### config.mk
export PLATFORM = sky130hd
export DESIGN_NAME = branch_resolver_seq
export DESIGN_NICKNAME = d
export VERILOG_FILES = /design/src/rtl/branch_resolver_seq_pkg.sv /design/src/rtl/branch_resolver_seq_comparatorX8.sv /design/src/rtl/branch_resolver_seq.sv
export SDC_FILE = /design/constraint.sdc
export NUM_CORES = 1
export LEC_CHECK = 0
export BUFFER_PORTS_ARGS = -buffer_cell sky130_fd_sc_hd__buf_2
export CAP_MARGIN = 0
export CORE_ASPECT_RATIO = 1.2
export CORE_MARGIN = 2
export CORE_UTILIZATION = 35
export DETAILED_ROUTE_END_ITERATION = 7
export PLACE_DENSITY = 0.62
export SETUP_SLACK_MARGIN = 0.15
export SYNTH_ARGS = -nofsm -noshare
export SYNTH_HDL_FRONTEND = slang
export SYNTH_HIERARCHICAL = 1
export SYNTH_SLANG_ARGS = --single-unit
### constraint.sdc
create_clock -name clk -period 3.4 [get_ports clk]
set_clock_uncertainty 0.2 [all_clocks]
set_input_delay 0.68 -clock clk [delete_from_list [all_inputs] [get_ports clk]]
set_output_delay 0.68 -clock clk [all_outputs]
set_load 0.01 [all_outputs]
### src/rtl/branch_resolver_seq_pkg.sv
// Shared definitions for the multi-cycle branch resolver: FSM states,
// RV32 branch funct3 codes and the funct3-to-taken decode.
package branch_resolver_seq_pkg;

    typedef enum logic [1:0] {
        ST_IDLE = 2'd0,
        ST_SCAN = 2'd1,
        ST_DONE = 2'd2
    } state_e;

    localparam logic [2:0] F3_BEQ  = 3'b000;
    localparam logic [2:0] F3_BNE  = 3'b001;
    localparam logic [2:0] F3_BLT  = 3'b100;
    localparam logic [2:0] F3_BGE  = 3'b101;
    localparam logic [2:0] F3_BLTU = 3'b110;
    localparam logic [2:0] F3_BGEU = 3'b111;

    // 010/011 are not branch encodings; they resolve but never take.
    function automatic logic is_illegal(input logic [2:0] f3);
        return (f3[2:1] == 2'b01);
    endfunction

    function automatic logic branch_taken(input logic [2:0] f3,
                                          input logic       eq,
                                          input logic       lt);
        logic t;
        case (f3)
            F3_BEQ:  t = eq;
            F3_BNE:  t = !eq;
            F3_BLT:  t = lt;
            F3_BGE:  t = !lt;
            F3_BLTU: t = lt;
            F3_BGEU: t = !lt;
            default: t = 1'b0;
        endcase
        return t;
    endfunction

endpackage

### src/rtl/branch_resolver_seq_comparatorX8.sv
// One-byte magnitude comparator; sign_i selects two's-complement ordering
// so the top byte of a signed operand compares correctly.
module comparatorX8 (
    input  logic [7:0] a_i,
    input  logic [7:0] b_i,
    input  logic       sign_i,
    output logic       eq_o,
    output logic       gt_o,
    output logic       lt_o
);

    // Equality is sign-agnostic; ordering depends on sign_i.
    always_comb begin
        eq_o = (a_i == b_i);
        if (sign_i) begin
            gt_o = ($signed(a_i) > $signed(b_i));
            lt_o = ($signed(a_i) < $signed(b_i));
        end else begin
            gt_o = (a_i > b_i);
            lt_o = (a_i < b_i);
        end
    end

endmodule

### src/rtl/branch_resolver_seq.sv
// Branch-condition resolver: scans two operands MSB byte first through a
// single byte comparator, stopping at the first differing byte.
module branch_resolver_seq
    import branch_resolver_seq_pkg::*;
#(
    parameter int WIDTH = 32
) (
    input  logic             clk,
    input  logic             reset,
    input  logic             in_valid,
    output logic             in_ready,
    input  logic [WIDTH-1:0] rs1,
    input  logic [WIDTH-1:0] rs2,
    input  logic [2:0]       funct3,
    output logic             out_valid,
    input  logic             out_ready,
    output logic             taken,
    output logic             eq,
    output logic             gt,
    output logic             lt,
    output logic             illegal
);

    localparam int NBYTES = WIDTH / 8;
    localparam int IDX_W  = (NBYTES > 1) ? $clog2(NBYTES) : 1;
    localparam logic [IDX_W-1:0] IDX_TOP  = IDX_W'(NBYTES - 1);
    localparam logic [IDX_W-1:0] IDX_ZERO = {IDX_W{1'b0}};
    localparam logic [IDX_W-1:0] IDX_ONE  = IDX_W'(1);

    state_e           state_q, state_d;
    logic [IDX_W-1:0] idx_q, idx_d;
    logic [WIDTH-1:0] rs1_q, rs1_d;
    logic [WIDTH-1:0] rs2_q, rs2_d;
    logic [2:0]       f3_q, f3_d;
    logic             taken_q, taken_d;
    logic             eq_q, eq_d;
    logic             gt_q, gt_d;
    logic             lt_q, lt_d;
    logic             illegal_q, illegal_d;

    logic [7:0] a_byte_s;
    logic [7:0] b_byte_s;
    logic       sign_s;
    logic       cmp_eq_s;
    logic       cmp_gt_s;
    logic       cmp_lt_s;

    // Only the top byte carries the sign, and only for BLT/BGE.
    always_comb begin
        a_byte_s = rs1_q[idx_q*8 +: 8];
        b_byte_s = rs2_q[idx_q*8 +: 8];
        sign_s   = (idx_q == IDX_TOP) && (f3_q[2:1] == 2'b10);
    end

    comparatorX8 u_cmp (
        .a_i    (a_byte_s),
        .b_i    (b_byte_s),
        .sign_i (sign_s),
        .eq_o   (cmp_eq_s),
        .gt_o   (cmp_gt_s),
        .lt_o   (cmp_lt_s)
    );

    // Next-state and result capture.
    always_comb begin
        state_d   = state_q;
        idx_d     = idx_q;
        rs1_d     = rs1_q;
        rs2_d     = rs2_q;
        f3_d      = f3_q;
        taken_d   = taken_q;
        eq_d      = eq_q;
        gt_d      = gt_q;
        lt_d      = lt_q;
        illegal_d = illegal_q;
        case (state_q)
            ST_IDLE: begin
                if (in_valid) begin
                    rs1_d   = rs1;
                    rs2_d   = rs2;
                    f3_d    = funct3;
                    idx_d   = IDX_TOP;
                    state_d = ST_SCAN;
                end else begin
                    state_d = ST_IDLE;
                end
            end
            ST_SCAN: begin
                if (!cmp_eq_s || (idx_q == IDX_ZERO)) begin
                    eq_d      = cmp_eq_s;
                    gt_d      = cmp_gt_s;
                    lt_d      = cmp_lt_s;
                    illegal_d = is_illegal(f3_q);
                    taken_d   = branch_taken(f3_q, cmp_eq_s, cmp_lt_s);
                    state_d   = ST_DONE;
                end else begin
                    idx_d     = idx_q - IDX_ONE;
                end
            end
            ST_DONE: begin
                if (out_ready) begin
                    state_d = ST_IDLE;
                end else begin
                    state_d = ST_DONE;
                end
            end
            default: begin
                state_d = ST_IDLE;
            end
        endcase
    end

    // State and result registers; reset abandons any operation in flight.
    always_ff @(posedge clk) begin
        if (reset) begin
            state_q   <= ST_IDLE;
            idx_q     <= IDX_TOP;
            rs1_q     <= {WIDTH{1'b0}};
            rs2_q     <= {WIDTH{1'b0}};
            f3_q      <= 3'b000;
            taken_q   <= 1'b0;
            eq_q      <= 1'b0;
            gt_q      <= 1'b0;
            lt_q      <= 1'b0;
            illegal_q <= 1'b0;
        end else begin
            state_q   <= state_d;
            idx_q     <= idx_d;
            rs1_q     <= rs1_d;
            rs2_q     <= rs2_d;
            f3_q      <= f3_d;
            taken_q   <= taken_d;
            eq_q      <= eq_d;
            gt_q      <= gt_d;
            lt_q      <= lt_d;
            illegal_q <= illegal_d;
        end
    end

    assign in_ready  = (state_q == ST_IDLE);
    assign out_valid = (state_q == ST_DONE);
    assign taken     = taken_q;
    assign eq        = eq_q;
    assign gt        = gt_q;
    assign lt        = lt_q;
    assign illegal   = illegal_q;

endmodule
Word level (Yosys, flattened, before mapping)
Index checks and enable logic that the tools add are counted.
{"block": "totals", "n_memories": 0, "ram_bits": 0, "latch_bits": 0, "in_bits": 71, "rom_bits": 0, "out_inout_bits": 7, "regBits": 76}
{"block": "classes", "n_lt_le_gt_ge": 4, "n_reduce_logical": 13, "n_shift": 2, "div": 0, "n_bitwise": 0, "n_addsub": 1, "n_mul": 0, "eq_ne": 14, "n_mux": 10}
{"cell": "32-bit by 6-bit indexed part select with 8-bit output", "count": 2}
{"cell": "8-bit greater-than comparator", "count": 2}
{"cell": "8-bit < comparator", "count": 2}
{"cell": "3-bit equality test, second input constant", "count": 4}
{"cell": "8-bit equality test", "count": 1}
{"cell": "2-bit 2-to-1 mux", "count": 4}
{"cell": "2-bit equality test, second input constant", "count": 3}
{"cell": "2-bit != test, second input constant", "count": 3}
{"cell": "2-bit one-hot mux with 3 select lines", "count": 1}
{"cell": "2-bit by 1-bit equality test with 1-bit output, second input constant", "count": 2}
{"cell": "2-bit zero test", "count": 2}
{"cell": "1-bit one-hot mux with 4 select lines", "count": 1}
{"cell": "2-bit one-hot mux with 2 select lines", "count": 1}
{"cell": "2-bit AND reduction", "count": 2}
{"cell": "2-bit OR reduction", "count": 2}
{"cell": "3-bit by 1-bit equality test with 1-bit output, second input constant", "count": 1}
{"cell": "3-bit zero test", "count": 1}
{"cell": "1-bit 2-to-1 mux", "count": 3}
{"cell": "3-bit AND reduction", "count": 1}
{"cell": "1-bit zero test", "count": 2}
{"cell": "2-bit nonzero test", "count": 1}
{"cell": "2-bit by 1-bit subtractor with 2-bit output, second input constant", "count": 1}
{"cell": "1-bit logical AND", "count": 1}
{"cell": "1-bit logical OR", "count": 1}

Longest topological paths before layout
Gate-level depths: netlist (run 1).
{"block": "logic_depth", "depth_word": 6, "depth_mapped": 12}

Hierarchy
Netlist (run 1), hierarchy kept.
{"module": "branch_resolver_seq", "cells_per_inst": 365, "area_each_um2": 3144.3, "n_inst": 1}
{"module": "comparatorX8", "cells_per_inst": 30, "area_each_um2": 240.2, "n_inst": 1}

Worst setup path after synthesis (run 1)
No wires, ideal clock.
{"block": "synth_timing", "path_kind": "register to register", "start": "register idx_q[0]", "end": "register taken_q, in the netlist taken", "arrival_time_ns": 2.698, "required_time_ns": 3.114, "setup_time_ns": 0.086, "path_slack_ns": 0.417, "path_stages_with_launch": 12, "path_cell_list": "dfxtp_1 > buf_4 > buf_4 > mux4_2 > ha_1 > a21o_1 > a2111oi_4 > a21oi_2 > nor2_1 > xor2_1 > a21oi_1 > a211oi_1"}
{"block": "synth_between", "elab_chain_cells": 5, "elab_cells_between_ends": 14, "cone_classes": "2 x order compare; 2 x eq/ne; 2 x shift; 2 x mux; 6 x reduce/logical"}
{"item": "start: declaration", "line": "branch_resolver_seq.sv:31", "source": "logic [IDX_W-1:0] idx_q, idx_d;"}
{"item": "start signal: assignment", "line": "branch_resolver_seq.sv:128", "source": "idx_q <= idx_d;"}
{"item": "32-bit by 6-bit indexed part select with 8-bit output *", "line": "branch_resolver_seq.sv:50", "source": "a_byte_s = rs1_q[idx_q*8 +: 8];"}
{"item": "named net a_byte_s[5]", "line": "branch_resolver_seq.sv:41", "source": "logic [7:0] a_byte_s;"}
{"item": "8-bit < comparator, on equally long branches", "line": "branch_resolver_seq_comparatorX8.sv:20, branch_resolver_seq_comparatorX8.sv:17"}
{"item": "1-bit 2-to-1 mux *", "line": "branch_resolver_seq_comparatorX8.sv:15", "source": "if (sign_i) begin"}
{"item": "named net cmp_lt_s", "line": "branch_resolver_seq.sv:46", "source": "logic cmp_lt_s;"}
{"item": "1-bit zero test", "line": "branch_resolver_seq_pkg.sv:31, branch_resolver_seq_pkg.sv:33"}
{"item": "1-bit one-hot mux with 4 select lines *", "line": "branch_resolver_seq_pkg.sv:27", "source": "case (f3)"}
{"item": "end signal: assignment", "line": "branch_resolver_seq.sv:132", "source": "taken_q <= taken_d;"}
{"item": "end: declaration", "line": "branch_resolver_seq.sv:35", "source": "logic taken_q, taken_d;"}
Mark *: on every way through the listed nets, which the timed path passes. The rest lies on a longest branch.
A chain may end at the register's enable or synchronous reset.

Worst setup path in the final report (run 1)
{"block": "layout_timing", "start": "register idx_q[0]", "end": "register taken_q, in the netlist taken"}
{"block": "layout_between", "elab_chain_cells": 5, "elab_cells_between_ends": 14, "cone_classes": "2 x order compare; 2 x eq/ne; 2 x shift; 2 x mux; 6 x reduce/logical"}
{"item": "32-bit by 6-bit indexed part select with 8-bit output *", "line": "branch_resolver_seq.sv:51", "source": "b_byte_s = rs2_q[idx_q*8 +: 8];"}
{"item": "named net b_byte_s[5]", "line": "branch_resolver_seq.sv:42", "source": "logic [7:0] b_byte_s;"}
{"item": "8-bit < comparator, on equally long branches", "line": "branch_resolver_seq_comparatorX8.sv:20, branch_resolver_seq_comparatorX8.sv:17"}
{"item": "1-bit 2-to-1 mux *", "line": "branch_resolver_seq_comparatorX8.sv:15"}
{"item": "named net cmp_lt_s", "line": "branch_resolver_seq.sv:46"}
{"item": "1-bit zero test", "line": "branch_resolver_seq_pkg.sv:31, branch_resolver_seq_pkg.sv:33"}
{"item": "1-bit one-hot mux with 4 select lines *", "line": "branch_resolver_seq_pkg.sv:27"}
Marks and branches as above.

==> results.py, run 1 <==
metrics = {
    "run_status": {
        "run_status": "finished clean",
    },
    "logic_synthesis": {
        "synth_top_area_share_pct": 45.0,
        "yosys.area_share.simple_pct": 19.3,
        "synthesis.nets": 476,
        "synth_area_leader_cell": "dfxtp_1",
        "synthTopCellsByCount": "135 x nand2_1, 76 x dfxtp_1, 73 x a21oi_1",
        "synth_mux_area_share_pct": 11.2,
        "syn_area_per_cell_sq_um": 8.57,
        "synth_compound_area_share_pct": 13.9,
        "yosysUniqueCellTypes": 32,
        "synthAdderAreaFrac_pct": 3.70,
        "async_reset_ff_share_pct": 0,
        "synth_edf_count": 0,
        "syn_inst": 395,
        "synthesis.area_sq_mm": 0.00338,
        "synth_top_family_by_area": "simple AND/OR/NAND/NOR gates",
        "synth_flop_cell": "dfxtp_1",
        "ys_warn_count": 6,
        "synth_xor_area_share_pct": 0.776,
        "ys_seq_area_share_pct": 45.0,
        "synth-seq-cells": 76,
        "yosysMostFrequentCell": "nand2_1",
        "synth_area_leaders": "dfxtp_1 45%, nand2_1 15%, a21oi_1 11%",
    },
    "floorplanning": {
        "die_area_sq_mm": 0.0105,
        "num_rows": 39,
        "die_y_um": 112,
        "core_area_sq_mm": 0.00947,
        "die_w_um": 93.8,
        "io_pins": 78,
        "start_util_pct": 35.8,
    },
    "worst_hold_path": {
        "whs_path_depth": 2,
        "min_to": "rs1_q[19]",
        "min_path_type": "reg2reg",
        "min_from": "rs1_q[19]",
    },
    "cts": {
        "clock_latency_ns": 0.33,
        "clk_pin_slew_ns": 0.06,
        "cts_tree": "done",
        "htreeDepth": 3,
        "clockRootBuffer": "clkbuf_16",
        "cts_resized": 0,
        "post_cts_buffers": 0,
        "clockBufferDepth": 2,
        "numCtsBuffers": 9,
        "numClockSinks": 76,
        "cts_hold_repair.buffers": 0,
    },
    "finish": {
        "syn_to_final_growth_pct": 22.6,
        "design_area_sq_mm": 0.00415,
        "nets": 546,
        "diodes": 0,
        "drive_gt1_share_pct": 26.4,
    },
    "timing": {
        "rsz0062_at_grt": "false",
        "layout_setup_ws_ns": 0.446,
        "setup-violations-final": 0,
        "drv_slew": 0,
        "timing_worst_slew_pin_value_ns": 0.765,
        "slew-limit-headroom_pct": 49.0,
        "finalSetupTns_ns": 0,
        "period_share_pct": 86.9,
        "fmax_ghz": 0.338,
        "hold_viol_final": 0,
        "min_period_ns": 2.95,
    },
    "placement": {
        "dpl_worst_slack_ns": 0.434,
        "place_area_sq_mm": 0.00384,
        "gp_congestion": 0.808,
        "hpwl_um": 5960,
        "io_buffers": 77,
    },
    "setup_path": {
        "end_kind": "flop",
        "arrival_ns": 3.00,
        "rr_worst_depth": 11,
        "worstReg2RegStart": "idx_q[0]",
        "rrSetupSlack_ns": 0.45,
        "required_ns": 3.44,
        "reg2reg_to": "taken",
        "critPathMaxFanout": 6,
        "critPathLaunchType": "flop",
        "crit_type": "reg2reg",
    },
    "grt": {
        "met3_usage_pct": 3.32,
        "grt_max_degree": 77,
        "grt_pass1_wl_um": 13000,
        "grt-busiest-layer": "met2",
        "first_global_vias": 2867,
        "track_usage_pct": 15.8,
        "grt_util_met1_pct": 18.3,
        "grt_overflow_total": 0,
        "antenna_found_initial": 0,
        "use_met2_pct": 28.4,
    },
    "route": {
        "vias": 2807,
        "drc": 0,
        "finalWirelength_um": 7980,
        "wl_per_cell_um": 13.5,
        "postRouteAntennaNets": 0,
        "drt_iter0_markers": 99,
        "detail_route.first_pass.iterations": 4,
        "vias_per_cell": 4.73,
    },
    "power_and_ir_drop": {
        "p_leak_nw": 1.75,
        "peakVddDrop_mv": 0.290,
        "p_total_mw": 2.34,
        "p_per_area_mw_per_mm2": 563,
    },
    "job": {
        "cap_violations": 0,
    },
}
==> state kept, by name, summed over array words and instances (netlist names) <==
signal,cells
rs2_q,32
f3_q,3
taken,1
eq,1
rs1_q,32
illegal,1
idx_q,2
state_q,2
gt,1
lt,1
==> cells by family (layout without fill, tap and decap cells) <==
| group | after synthesis | count (layout) |
|---|---|---|
| flops | 76 | 76 |
| buf+inv | 41 | 116 |
| simple gates | 162 | 162 |
| mux | 18 | 18 |
| xor+xnor | 3 | 3 |
| compound gates | 85 | 85 |
| fa+ha+maj | 10 | 10 |
==> metrics by stage <==
stage,cells,hold WS [ns],util (%)
floorplan,395,0.233,-
global placement,577,0.240,40.6
detailed placement,577,0.245,40.6
CTS,593,0.254,43.8
global route,593,0.264,43.8
finish,593,0.252,43.8
==> how the worst max path moves through the flow <==
stage                   from    end  slack, ns  cells past startpoint
detailed placement  idx_q[0]  taken       0.43                     11
global placement    idx_q[0]  taken       0.49                     11
floorplan           idx_q[0]  taken       0.42                     11
finish              idx_q[0]  taken       0.45                     11
CTS                 idx_q[0]  taken       0.40                     11
global route        idx_q[0]  taken       0.24                     11
==> report_power, final <==
part / internal [mW] / total (mW) / switching (mW)
logic: 0.171 / 0.376 / 0.205
clock network: 0.578 / 0.956 / 0.379
registers: 0.960 / 1.00 / 0.0426
total: 1.71 / 2.34 / 0.627
==> placed cells by master (no fill, tap or decap), types with 2 or more instances in the layout <==
master	n
nand2_1	134
buf_2	77
dfxtp_1	76
a21oi_1	73
mux4_2	16
inv_1	14
nor2_1	10
ha_1	10
clkbuf_16	9
buf_4	9
o21ai_0	3
nor2b_1	3
nand2b_1	3
inv_6	3
nor2_2	2
a21o_1	2
nand3b_1	2
xnor2_1	2
nor3_1	2
mux2i_1	2
clkinv_4	2
nand4_1	2
==> layout make-up <==
type                            count  area, sq um
Clock buffer                        9          225
Multi-Input combinational cell    278         1660
Inverter                           14         52.6
Timing Repair Buffer               86          453
Sequential cell                    76         1520
Fill cell                        1008         5320
Clock inverter                      7         81.3
Tap cell                          123          154
==> per-layer routing <==
| layer | wire, um | vias up |
|---|---|---|
| met5 | 0 | - |
| met4 | 108 | 0 |
| met3 | 250 | 8 |
| met2 | 4270 | 48 |
| met1 | 3350 | 1291 |
| li1 | - | 1460 |
==> worst max-delay path: stages (launching register included) <==
cell	delay (ns)
dfxtp_1	0.39
buf_4	0.21
mux4_2	0.51
inv_1	0.07
ha_1	0.24
a21o_1	0.21
a2111oi_4	0.35
a21oi_2	0.06
nor2_1	0.15
xor2_1	0.16
a21oi_1	0.09
a211oi_1	0.22
Power figures use the tool's default switching activity.
==> run 2, diff against run 1 <==
SYNTH_HIERARCHICAL = not set   (was 1)
==> results.py, run 2 <==
metrics = {
    "cts": {
        "clockBufferDepth": 2,
        "clockRootBuffer": "clkbuf_16",
        "cts_hold_repair.buffers": 0,
        "numClockSinks": 76,
        "numCtsBuffers": 9,
        "htreeDepth": 3,
        "clk_pin_slew_ns": 0.06,
        "post_cts_buffers": 0,
        "clock_latency_ns": 0.33,
        "cts_tree": "done",
        "cts_resized": 0,
    },
    "logic_synthesis": {
        "ys_warn_count": 0,
        "synth_flop_cell": "dfxtp_1",
        "synth_top_area_share_pct": 45.5,
        "synthesis.area_sq_mm": 0.00334,
        "synthTopCellsByCount": "140 x nand2_1, 76 x a21oi_1, 76 x dfxtp_1",
        "async_reset_ff_share_pct": 0,
        "ys_seq_area_share_pct": 45.5,
        "yosysUniqueCellTypes": 34,
        "syn_area_per_cell_sq_um": 8.47,
        "synth_area_leaders": "dfxtp_1 45%, nand2_1 16%, a21oi_1 11%",
        "synth_area_leader_cell": "dfxtp_1",
        "yosysMostFrequentCell": "nand2_1",
        "synth-seq-cells": 76,
        "synth_edf_count": 0,
        "synthesis.nets": 476,
        "syn_inst": 395,
    },
    "grt": {
        "first_global_vias": 2877,
        "grt_pass1_wl_um": 13200,
        "track_usage_pct": 16.0,
        "grt_max_degree": 49,
        "antenna_found_initial": 0,
        "grt_overflow_total": 0,
    },
    "timing": {
        "finalSetupTns_ns": 0,
        "min_period_ns": 2.95,
        "period_share_pct": 86.7,
        "hold_viol_final": 0,
        "holdWs_ns": 0.253,
        "slew-limit-headroom_pct": 57.9,
        "rsz0062_at_grt": "false",
        "setup-violations-final": 0,
        "fmax_ghz": 0.339,
        "drv_slew": 0,
        "timing_worst_slew_pin_value_ns": 0.631,
    },
    "route": {
        "drt_iter0_markers": 173,
        "vias": 2818,
        "detail_route.first_pass.iterations": 5,
        "wl_per_cell_um": 13.4,
        "vias_per_cell": 4.77,
        "drc": 0,
        "finalWirelength_um": 7920,
        "postRouteAntennaNets": 0,
    },
    "setup_path": {
        "worstReg2RegStart": "idx_q[0]",
        "crit_type": "reg2reg",
        "arrival_ns": 2.94,
        "critPathMaxFanout": 16,
        "required_ns": 3.40,
        "cp-startpoint": "idx_q[0]",
        "critPathLaunchType": "flop",
        "end_kind": "flop",
        "rrSetupSlack_ns": 0.45,
    },
    "floorplanning": {
        "die_w_um": 93.2,
        "start_util_pct": 35.5,
        "core_area_sq_mm": 0.00942,
        "io_pins": 78,
        "die_area_sq_mm": 0.0104,
        "num_rows": 39,
        "die_y_um": 111,
    },
    "run_status": {
        "run_status": "finished clean",
    },
    "finish": {
        "nets": 544,
        "syn_to_final_growth_pct": 24.3,
        "mostFrequentLayoutCell": "nand2_1",
        "reg_top3": "rs1_q: 32 flops, rs2_q: 32 flops, f3_q: 3 flops",
        "drive_gt1_share_pct": 26.5,
        "layout_common_cells": "139 x nand2_1, 77 x buf_2, 76 x a21oi_1, 76 x dfxtp_1, 16 x mux4_2",
        "diodes": 0,
        "fillers": 934,
    },
    "power_and_ir_drop": {
        "peakVddDrop_mv": 0.260,
        "p_per_area_mw_per_mm2": 573,
        "p_leak_nw": 1.74,
    },
    "job": {
        "cap_violations": 0,
    },
    "placement": {
        "io_buffers": 77,
        "gp_congestion": 0.803,
        "hpwl_um": 5860,
    },
    "worst_hold_path": {
        "min_from": "rs2_q[0]",
        "min_path_type": "reg2reg",
    },
}
[run 2: cell families after synthesis]
logic type,share of synthesized area (%)
AND/OR/NAND/NOR,21.0
AO/OA/AOI/OAI,13.9
flip-flops,45.5
buffers and inverters,4.90
multiplexers,10.8
adder cells (fa/ha/maj),3.74
XOR/XNOR,0.262
[run 2: area by class of cell]
cell class | count | area (sq um) | area share, %
sequential | 76 | 1520 | 36.6
timing repair buffer | 84 | 450 | 10.8
inverter | 11 | 41.3 | 0.993
multi-input combinational | 281 | 1660 | 40.0
tap | 123 | 154 | 3.70
clock inverter | 7 | 101 | 2.44
clock buffer | 9 | 225 | 5.42
[run 2: worst paths after layout]
| path | end | depth (start not counted) |
|---|---|---|
| worst min-delay path | rs2_q[0] | 2 |
| worst max-delay path | gt | 9 |
| worst max register to register | gt | 9 |
| worst min register to register | rs2_q[0] | 2 |
[run 2: metal layers]
metal / wire (um) / GRT usage [%] / share of wire (%)
met1: 3600 / 20.4 / 45
met4: 100 / 6.18 / 1.3
met3: 337 / 3.06 / 4.3
met5: 0 / 0 / 0
met2: 3880 / 26.4 / 49
[run 2: worst max-delay path, cell delays in order, from the launching register on]
cell	delay (ns)
dfxtp_1	0.32
buf_4	0.28
mux4_2	0.55
ha_1	0.40
a21oi_1	0.23
o21ai_0	0.14
or2_2	0.31
o21ai_2	0.20
nand2b_1	0.13
a21oi_1	0.05
[run 2: power by group]
group | internal, mW | total (mW) | switching [mW]
sequential | 0.959 | 0.999 | 0.0392
clock | 0.645 | 1.02 | 0.370
combinational | 0.160 | 0.367 | 0.207
total | 1.77 | 2.38 | 0.616
[run 2: stage by stage]
stage | setup slack, ns | util (%) | area [sq um] | instances | power [mW]
2_1_floorplan | 0.379 | - | 3340 | 395 | 1.27
3_3_place_gp | 0.553 | 40.7 | 3830 | 575 | 1.38
3_5_place_dp | 0.487 | 40.7 | 3830 | 575 | 1.39
4_1_cts | 0.455 | 44.1 | 4160 | 591 | 2.39
5_1_grt | 0.250 | 44.1 | 4160 | 591 | 2.50
6_report | 0.453 | 44.1 | 4160 | 591 | 2.38
==> run 3, diff against run 2 <==
REMOVE_ABC_BUFFERS = 1   (was not set)
==> results.py, run 3 (synthesis results as in run 2) <==
metrics = {
    "run_status": {
        "run_status": "finished clean",
    },
    "power_and_ir_drop": {
        "p_per_area_mw_per_mm2": 584,
        "peakVddDrop_mv": 0.245,
        "p_leak_nw": 1.76,
    },
    "setup_path": {
        "critPathMaxFanout": 14,
        "cp_num_buf_inv": 1,
        "crit_type": "reg2reg",
        "required_ns": 3.42,
        "path_delay_family": "compound AO/OA/AOI/OAI gates",
        "cp_slowest_cell": "mux4_2",
        "critPathLaunchType": "flop",
        "worstPathCellList": "buf_4, mux4_2, ha_1, nand4_4, o31ai_4, a21oi_2, and3b_1, a22oi_1, o21ai_1",
        "end_kind": "flop",
        "arrival_ns": 2.87,
        "slowest_delay_ns": 0.54,
    },
    "grt": {
        "first_global_vias": 2873,
        "grt_pass1_wl_um": 12700,
        "grt_max_degree": 68,
        "track_usage_pct": 15.5,
        "antenna_found_initial": 0,
        "grt_overflow_total": 0,
    },
    "timing": {
        "finalSetupTns_ns": 0,
        "fmax_ghz": 0.352,
        "min_period_ns": 2.84,
        "rsz0062_at_grt": "false",
        "slew-limit-headroom_pct": 46.5,
        "timing_worst_slew_pin_value_ns": 0.799,
        "setup-violations-final": 0,
        "layout_setup_ws_ns": 0.556,
        "hold_viol_final": 0,
        "holdWs_ns": 0.252,
        "drv_slew": 0,
        "period_share_pct": 83.6,
    },
    "route": {
        "postRouteAntennaNets": 0,
        "drt_iter0_markers": 109,
        "finalWirelength_um": 7500,
        "drc": 0,
        "vias": 2807,
        "wl_per_cell_um": 12.7,
        "vias_per_cell": 4.75,
        "detail_route.first_pass.iterations": 4,
    },
    "cts": {
        "cts_tree": "done",
        "clockRootBuffer": "clkbuf_16",
        "cts_resized": 0,
        "post_cts_buffers": 0,
        "numCtsBuffers": 9,
        "htreeDepth": 3,
        "numClockSinks": 76,
        "clock_latency_ns": 0.34,
        "cts_hold_repair.buffers": 0,
        "clockBufferDepth": 2,
        "clk_pin_slew_ns": 0.06,
    },
    "floorplanning": {
        "die_w_um": 93.2,
        "die_area_sq_mm": 0.0104,
        "num_rows": 39,
        "die_y_um": 111,
        "io_pins": 78,
        "core_area_sq_mm": 0.00942,
        "start_util_pct": 35.5,
    },
    "finish": {
        "diodes": 0,
        "reg_top3": "rs1_q: 32 flops, rs2_q: 32 flops, f3_q: 3 flops",
        "post-route-util_pct": 44.3,
        "mostFrequentLayoutCell": "nand2_1",
        "drive_gt1_share_pct": 26.5,
        "fin_cells": 591,
        "nets": 545,
        "layout_common_cells": "139 x nand2_1, 77 x buf_2, 76 x a21oi_1, 76 x dfxtp_1, 16 x mux4_2",
        "syn_to_final_growth_pct": 24.9,
    },
    "placement": {
        "hpwl_um": 5470,
        "io_buffers": 77,
        "dp_cells": 576,
        "dpl_worst_slack_ns": 0.565,
        "gp_congestion": 0.733,
    },
    "worst_hold_path": {
        "min_path_type": "reg2reg",
    },
    "job": {
        "cap_violations": 0,
    },
}
-- run 3: power by group --
part	internal, mW	leakage, nW	switching (mW)
registers	0.960	0.624	0.0382
clock network	0.729	0.168	0.354
logic	0.158	0.967	0.201
-- run 3: final timing paths --
| kind | from | end | slack (ns) | cells after the start |
|---|---|---|---|---|
| worst max-delay path | idx_q[0] | taken | 0.56 | 9 |
| worst min-delay path | rs2_q[12] | rs2_q[12] | 0.25 | 2 |
| worst max register to register | idx_q[0] | taken | 0.56 | 9 |
| worst min register to register | rs2_q[12] | rs2_q[12] | 0.25 | 2 |
-- run 3: per-stage QoR --
step | area, sq um | power [mW]
3_3_place_gp | 3840 | 1.37
5_1_grt | 4180 | 2.55
4_1_cts | 4180 | 2.47
2_1_floorplan | 3220 | 1.25
3_5_place_dp | 3840 | 1.38
6_report | 4180 | 2.44
-- run 3: per-layer routing --
layer	global-route usage (%)	routed length (um)	vias to the layer above	part of all wire [%]
met5	0	0	-	0
li1	-	-	1459	-
met1	19.2	3410	1271	45
met2	25.1	3600	65	48
met4	6.47	141	0	1.9
met3	4.15	350	12	4.7
-- run 3: final cells by class --
| cell class | count | area, sq um |
|---|---|---|
| Timing Repair Buffer | 85 | 458 |
| Clock buffer | 10 | 239 |
| Clock inverter | 5 | 100 |
| Multi-Input combinational cell | 281 | 1660 |
| Tap cell | 123 | 154 |
| Inverter | 11 | 41.3 |
| Fill cell | 961 | 5240 |
| Sequential cell | 76 | 1520 |
-- run 3: tightest hold or removal path, stage by stage (launching register included) --
cell,delay [ns]
dfxtp_1,0.31
nand2_1,0.05
a21oi_1,0.05
